==> config.mk <==
export PLATFORM = sky130hd
export DESIGN_NAME = apb_regfile_slave
export DESIGN_NICKNAME = d
export VERILOG_FILES = /design/src/rtl/apb_regfile_slave.sv
export SDC_FILE = /design/constraint.sdc
export NUM_CORES = 1
export LEC_CHECK = 0
export BUFFER_PORTS_ARGS = -buffer_cell sky130_fd_sc_hd__buf_2
export CORE_MARGIN = 4
export CORE_UTILIZATION = 60
export CTS_BUF_LIST = sky130_fd_sc_hd__clkbuf_8
export DETAILED_ROUTE_END_ITERATION = 6
export PLACE_DENSITY = 0.79
export SLEW_MARGIN = 20
export SYNTH_ARGS = -nofsm -noshare
export SYNTH_HDL_FRONTEND = slang
export SYNTH_SLANG_ARGS = --single-unit
export TNS_END_PERCENT = 20
==> constraint.sdc <==
create_clock -name pclk -period 4.19 [get_ports pclk]
set_input_delay 0 -clock pclk [delete_from_list [all_inputs] [get_ports pclk]]
set_output_delay 0 -clock pclk [all_outputs]
set_load 0.05 [all_outputs]
==> src/rtl/apb_regfile_slave.sv <==
// APB completer holding a small bank of 8-bit registers (reg 0 = read-only ID).
// Optional wait-state insertion is built only when APB_SLV_WAIT_EN is defined.
module apb_regfile_slave #(
  parameter int unsigned NUM_REGS    = 16,
  parameter int unsigned WAIT_CYCLES = 1,
  parameter logic [7:0]  ID_VAL      = 8'hA5
) (
  input  logic       pclk,
  input  logic       presetn,
  input  logic       psel,
  input  logic       penable,
  input  logic       pwrite,
  input  logic [8:0] paddr,
  input  logic [7:0] pwdata,
  output logic [7:0] prdata,
  output logic       pready,
  output logic       pslverr,
  output logic [7:0] ctrl_out
);

  localparam int unsigned IDX_W  = (NUM_REGS > 1) ? $clog2(NUM_REGS) : 1;
  localparam int unsigned DATA_W = 8;

  localparam logic [1:0] S_IDLE   = 2'd0;
  localparam logic [1:0] S_ACCESS = 2'd1;
  localparam logic [1:0] S_ERR    = 2'd2;

  logic [1:0]        state_q;
  logic [1:0]        state_d;

  logic              lat_write;
  logic              lat_err;
  logic [IDX_W-1:0]  lat_idx;
  logic [DATA_W-1:0] lat_wdata;

  logic [DATA_W-1:0] reg_q [NUM_REGS];

  logic              setup_c;
  logic              cnt_zero_c;
  logic              complete_c;
  logic              wr_en_c;
  logic [DATA_W-1:0] rd_data_c;

  assign setup_c = (state_q == S_IDLE) && psel && !penable;

  // Wait-state counter; absent build completes in the first access cycle.
`ifdef APB_SLV_WAIT_EN
  logic [3:0] cnt_q;

  always_ff @(posedge pclk or negedge presetn) begin
    if (!presetn) begin
      cnt_q <= 4'd0;
    end else if (setup_c) begin
      cnt_q <= 4'(WAIT_CYCLES);
    end else if ((state_q == S_ACCESS) && (cnt_q != 4'd0)) begin
      cnt_q <= cnt_q - 4'd1;
    end
  end

  assign cnt_zero_c = (cnt_q == 4'd0);
`else
  logic wait_unused;

  assign wait_unused = ^4'(WAIT_CYCLES);
  assign cnt_zero_c  = 1'b1;
`endif

  always_ff @(posedge pclk or negedge presetn) begin
    if (!presetn) begin
      state_q <= S_IDLE;
    end else begin
      state_q <= state_d;
    end
  end

  // Setup-phase capture; the error decision is made here on all 9 address bits.
  always_ff @(posedge pclk or negedge presetn) begin
    if (!presetn) begin
      lat_write <= 1'b0;
      lat_err   <= 1'b0;
      lat_idx   <= '0;
      lat_wdata <= '0;
    end else if (setup_c) begin
      lat_write <= pwrite;
      lat_err   <= (paddr >= 9'(NUM_REGS)) || (pwrite && (paddr == 9'd0));
      lat_idx   <= paddr[IDX_W-1:0];
      lat_wdata <= pwdata;
    end
  end

  always_ff @(posedge pclk or negedge presetn) begin
    if (!presetn) begin
      for (int i = 0; i < int'(NUM_REGS); i++) begin
        reg_q[i] <= '0;
      end
    end else if (wr_en_c) begin
      reg_q[lat_idx] <= lat_wdata;
    end
  end

  assign rd_data_c = (lat_idx == '0) ? ID_VAL : reg_q[lat_idx];
  assign wr_en_c   = complete_c && lat_write && !lat_err;
  assign ctrl_out  = reg_q[1];

  // Next state and bus response, decoded from state and latched fields.
  always_comb begin
    state_d    = state_q;
    pready     = 1'b0;
    pslverr    = 1'b0;
    prdata     = '0;
    complete_c = 1'b0;
    case (state_q)
      S_IDLE: begin
        if (psel) begin
          state_d = penable ? S_ERR : S_ACCESS;
        end
      end
      S_ACCESS: begin
        if (!psel) begin
          state_d = S_IDLE;
        end else if (cnt_zero_c) begin
          pready  = 1'b1;
          pslverr = lat_err;
          prdata  = (lat_write || lat_err) ? '0 : rd_data_c;
          if (penable) begin
            complete_c = 1'b1;
            state_d    = S_IDLE;
          end
        end
      end
      S_ERR: begin
        pready  = 1'b1;
        pslverr = 1'b1;
        state_d = S_IDLE;
      end
      default: begin
        state_d = S_IDLE;
      end
    endcase
  end

endmodule
==> flow_metrics.py, run 1 <==
metrics = {
    "cells_and_area": {
        "antenna_cells": 0,
        "regArea_um2": 3510,
        "layout_common_cells": "dfrtp_1, mux2_2, buf_2",
        "syn_to_final_growth_pct": 11.9,
        "final_net_count": 511,
        "nFillCells": 727,
        "layout_commonest_cell": "dfrtp_1",
        "drive_gt1_frac": 0.513,
        "multiInputGateArea_um2": 3040,
    },
    "worst_setup_path": {
        "cp_max_fo": 35,
        "worst_ep_arrival_time_ps": 2900,
        "reg2reg_depth": 4,
        "cp-end-kind": "primary output",
        "startpoint_type": "register",
        "cp.required_ps": 4190,
        "crit_type": "reg2out",
    },
    "cts": {
        "cts-root-buf": "clkbuf_8",
        "clock_path_buffers": 2,
        "clkSinkCount": 140,
        "cts_htree_levels": 4,
        "cts.repair.resized": 0,
        "cts_tree": "done",
        "cts.clk_slew.worst_paths_ps": 60,
        "cts_buffers": 17,
        "worstSkewPairLatency_ps": 440,
        "post-cts-setup-buffers": 0,
    },
    "place": {
        "pre_cts_ws_ps": 1530,
        "gp_congestion": 0.807,
        "dp_hpwl_um": 9050,
        "portBuffers": 39,
    },
    "sta": {
        "period_share": 0.691,
        "period_minus_slack_ps": 2900,
        "slew_headroom": 0.364,
        "finalSetupViolCount": 0,
        "drv_slew": 0,
        "fmax_ghz": 0.345,
        "tns_ps": 0,
        "rsz0062_at_grt": "no",
        "timing.hold.ws_ps": 249,
        "fin_ws_ps": 1290,
        "final.setup_skew_ps": 7.03,
        "finalHoldViolations": 0,
        "tightest_slew_ps": 952,
    },
    "global_routing": {
        "grt_pass1_wl_um": 23200,
        "overflow": 0,
        "grt_pass1_vias": 4306,
        "antenna_found_initial": 0,
        "grt_max_degree": 103,
        "track_usage": 0.237,
    },
    "synth": {
        "synth-seq-cells": 140,
        "synthCells": 444,
        "ys_types": 41,
        "syn-cell-area_um2": 6780,
        "ys_dominant_reg_cell": "dfrtp_1",
        "synth_edf_count": 0,
        "syn-num-nets": 469,
        "avgSynthCellArea_um2": 15.3,
        "yosysWarnings": 0,
        "yosysSeqAreaShare": 0.517,
        "synthArstFlopShare": 1.00,
    },
    "power": {
        "p_per_area_nw_per_um2": 544,
        "p_leak_uw": 0.00370,
        "ir_worst_vdd_mv": 0.371,
    },
    "routing": {
        "wl_per_cell_um": 21.9,
        "drc": 0,
        "final_antenna_net_count": 0,
        "via_per_inst": 6.16,
        "dr.pass1.iters": 5,
        "vias": 3939,
        "drtIter0Drc": 203,
        "drt_wl_total_um": 14000,
    },
    "floorplanning": {
        "start_util": 0.620,
        "die_area_um2": 13100,
        "die_w_um": 114,
        "core_um2": 10900,
        "ioPinCount": 40,
        "dieHeight_um": 114,
        "row_count": 38,
    },
    "job": {
        "cap_violations": 0,
    },
    "run_status": {
        "status": "finished, final reports clean",
    },
    "min_path": {
        "hold_class": "in2async",
    },
}
==> final timing paths <==
kind | from | slack (ps) | endpoint
worst max-delay path | lat_idx[1] | 1290 | prdata[5]
worst min-delay path | presetn | 250 | ctrl_out[6]
worst max register to register | lat_idx[1] | 1570 | reg_q[28]
worst min register to register | reg_q[10] | 500 | reg_q[10]
max in group asynchronous | presetn | 2880 | reg_q[65]
min in group pclk | pwdata[7] | 330 | lat_wdata[7]
==> final cells by class <==
cell class / instances / area share
multi-input cells: 261 / 0.400
well taps: 140 / 0.0231
inverters: 5 / 0.00247
flip-flops and latches: 140 / 0.462
clock inverters: 9 / 0.0153
repair buffers: 61 / 0.0546
clock buffers: 23 / 0.0417
==> worst max-delay path, stage by stage, from the launching register on <==
cell and delay [ps]:
dfrtp_2 900, buf_4 440, mux2_2 390, a221oi_1 300, a221oi_1 150, buf_2 260
==> routing by layer <==
metal,vias up,track usage,share of wire
met5,-,0,0
met2,72,0.390,0.51
met3,22,0.0529,0.035
met4,0,0.0816,0.016
met1,2090,0.313,0.44
li1,1755,-,-
==> flip-flops by register name, summed over array words and instances (netlist names) <==
name / flops
lat_write: 1
lat_err: 1
lat_wdata: 8
state_q: 2
reg_q: 116
lat_idx: 4
ctrl_out: 8
==> where the power goes <==
part	leakage, uW	internal [uW]	total (uW)	switching [uW]
logic	0.00155	494	967	473
clock network	0.000235	675	1150	476
registers	0.00192	1540	2010	462
==> cell families after synthesis <==
group | Yosys count | synth area share
muxes | 185 | 0.349
DFF | 140 | 0.517
and+or+nand+nor | 49 | 0.0663
buffers and inverters | 43 | 0.0349
AOI/OAI and AO/OA | 24 | 0.0277
adders and majority gates | 3 | 0.00554
==> what timing repair did <==
item	4_1_cts	5_1_grt
endpoints found under the setup margin	0	0
hold endpoints to repair	117	0
hold buffers	19	0
==> per-stage QoR <==
step / util / area [um^2] / power, uW / cells
2_1_floorplan: - / 6780 / 2730 / 444
3_5_place_dp: 0.636 / 6960 / 2980 / 588
5_1_grt: 0.694 / 7580 / 4340 / 639
3_3_place_gp: 0.636 / 6960 / 2920 / 588
4_1_cts: 0.693 / 7580 / 4140 / 639
6_report: 0.694 / 7580 / 4130 / 639
==> Yosys cell counts, types with 5 or more instances <==
cell / n / area, um^2
buf_4: 14 / 105
mux2_2: 136 / 1530
mux4_2: 24 / 541
nand4_1: 6 / 37.5
dfrtp_1: 140 / 3500
inv_1: 5 / 18.8
mux2i_1: 17 / 170
o22ai_1: 5 / 31.3
a221oi_1: 8 / 70.1
clkbuf_1: 15 / 56.3
mux2_4: 8 / 120
nor4_4: 9 / 191
buf_2: 6 / 30.0
(Power assumes the default switching activity.)
==> run 2: changes to the inputs <==
==> constraint.sdc (replaced) <==
create_clock -name pclk -period 2.8 [get_ports pclk]
set_input_delay 0 -clock pclk [delete_from_list [all_inputs] [get_ports pclk]]
set_output_delay 0 -clock pclk [all_outputs]
set_load 0.05 [all_outputs]
==> flow_metrics.py, run 2 (synthesized netlist as in run 1, its figures left out) <==
metrics = {
    "global_routing": {
        "overflow": 0,
        "grt_pass1_vias": 4463,
        "grt_pass1_wl_um": 23900,
        "track_usage": 0.243,
        "grt_max_degree": 59,
        "antenna_found_initial": 0,
    },
    "worst_setup_path": {
        "cp.required_ps": 2800,
        "timing.critical_path.slowest_stage_cell": "or3_1",
        "cp-end-kind": "primary output",
        "slowest_delay_ps": 530,
        "worst_ep_arrival_time_ps": 2610,
        "r2r_start": "state_q[1]",
        "timing.rr.end": "reg_q[22]",
        "crit_type": "reg2out",
        "r2r_slack_ps": 580,
        "cp_max_fo": 6,
        "reg2reg_depth": 5,
        "path_cells": "inv_1 -> ha_1 -> nand4bb_1 -> or3_1 -> o22ai_1 -> buf_2",
        "startpoint_type": "register",
    },
    "cts": {
        "cts-root-buf": "clkbuf_8",
        "ctsHoldBuffers": 18,
        "clkSinkCount": 140,
        "cts_tree": "done",
        "cts.clk_slew.worst_paths_ps": 70,
        "post-cts-setup-buffers": 0,
        "worstSkewPairLatency_ps": 450,
        "cts_buffers": 17,
        "cts_htree_levels": 4,
        "cts.repair.resized": 0,
        "clock_path_buffers": 2,
    },
    "power": {
        "p_switching_uw": 2190,
        "ir_worst_vdd_mv": 0.864,
        "p_int_uw": 4190,
        "clockPowerShare": 0.291,
        "switching_share": 0.343,
        "p_per_area_nw_per_um2": 829,
        "seq_power_share": 0.448,
        "combPwrFrac": 0.260,
        "p_leak_uw": 0.00374,
    },
    "place": {
        "gp_congestion": 0.811,
        "place_area_um2": 7050,
        "portBuffers": 39,
        "dp_hpwl_um": 9550,
    },
    "routing": {
        "drc": 0,
        "dr.pass1.iters": 4,
        "drtIter0Drc": 218,
        "final_antenna_net_count": 0,
        "via_per_inst": 6.15,
        "vias": 3986,
        "drt_wl_total_um": 14400,
        "wl_per_cell_um": 22.2,
    },
    "sta": {
        "finalHoldViolations": 0,
        "rsz0062_at_grt": "no",
        "drv_slew": 0,
        "slew_headroom": 0.454,
        "final.setup_skew_ps": 10.9,
        "tightest_slew_ps": 817,
        "fmax_ghz": 0.383,
        "period_minus_slack_ps": 2610,
        "finalSetupViolCount": 0,
        "period_share": 0.932,
        "tns_ps": 0,
        "timing.hold.ws_ps": 87.5,
    },
    "floorplanning": {
        "die_area_um2": 13100,
        "dieHeight_um": 114,
        "core_um2": 10900,
        "die_w_um": 114,
        "row_count": 38,
        "ioPinCount": 40,
        "start_util": 0.620,
    },
    "cells_and_area": {
        "top_register": "reg_q",
        "nFillCells": 714,
        "drive_gt1_frac": 0.526,
        "layout_common_cells": "dfrtp_1, mux2_2, buf_2",
        "antenna_cells": 0,
        "final_net_count": 520,
        "largest_reg_flops": 116,
        "syn_to_final_growth_pct": 13.4,
        "design_area_um2": 7690,
        "layout_commonest_cell": "dfrtp_1",
    },
    "job": {
        "cap_violations": 0,
    },
    "min_path": {
        "hold_class": "in2async",
    },
    "run_status": {
        "status": "finished, final reports clean",
    },
}
## run 2: stage by stage
step	total power [uW]	std cells	worst slack, ps	util
floorplan	4080	444	269	-
global placement	4460	598	645	0.645
detailed placement	4520	598	618	0.645
CTS	6410	648	231	0.703
global route	6690	648	82.2	0.703
finish	6370	648	190	0.703
## run 2: power by group through the flow
stage	clock network, uW	logic [uW]	registers (uW)
after detailed placement	0	1630	2890
after global routing	1980	1780	2930
after global placement	0	1600	2860
after floorplan	0	1570	2510
final	1860	1660	2860
after CTS	1900	1660	2850
## run 2: critical path: cells and delay by family, from the launching register on
kind	cells	cell delay (ps)
simple gates	2	840
buf+inv	2	410
flops	1	400
fa+ha+maj	1	270
compound gates	1	250
## run 2: final cells by class
type,count,area (um^2),area share
tap,140,175,0.0228
clock buffer,19,262,0.0340
multi-input combinational,261,3040,0.395
sequential,140,3510,0.456
clock inverter,13,196,0.0256
timing repair buffer,70,492,0.0640
inverter,5,18.8,0.00244
## run 2: per-layer routing
layer | global-route usage | routed length, um | part of all wire
met3 | 0.0608 | 674 | 0.047
met2 | 0.404 | 7450 | 0.52
met5 | 0 | 0 | 0
met4 | 0.0792 | 272 | 0.019
met1 | 0.315 | 6000 | 0.42
## run 2: worst max path at each step
stage,startpoint,to,slack (ps)
after global routing,state_q[1],prdata[1],80
final,state_q[1],prdata[1],190
after global placement,state_q[1],reg_q[10],650
after CTS,lat_idx[0],prdata[3],230
after detailed placement,state_q[1],reg_q[74],620
after floorplan,lat_idx[0],prdata[5],270
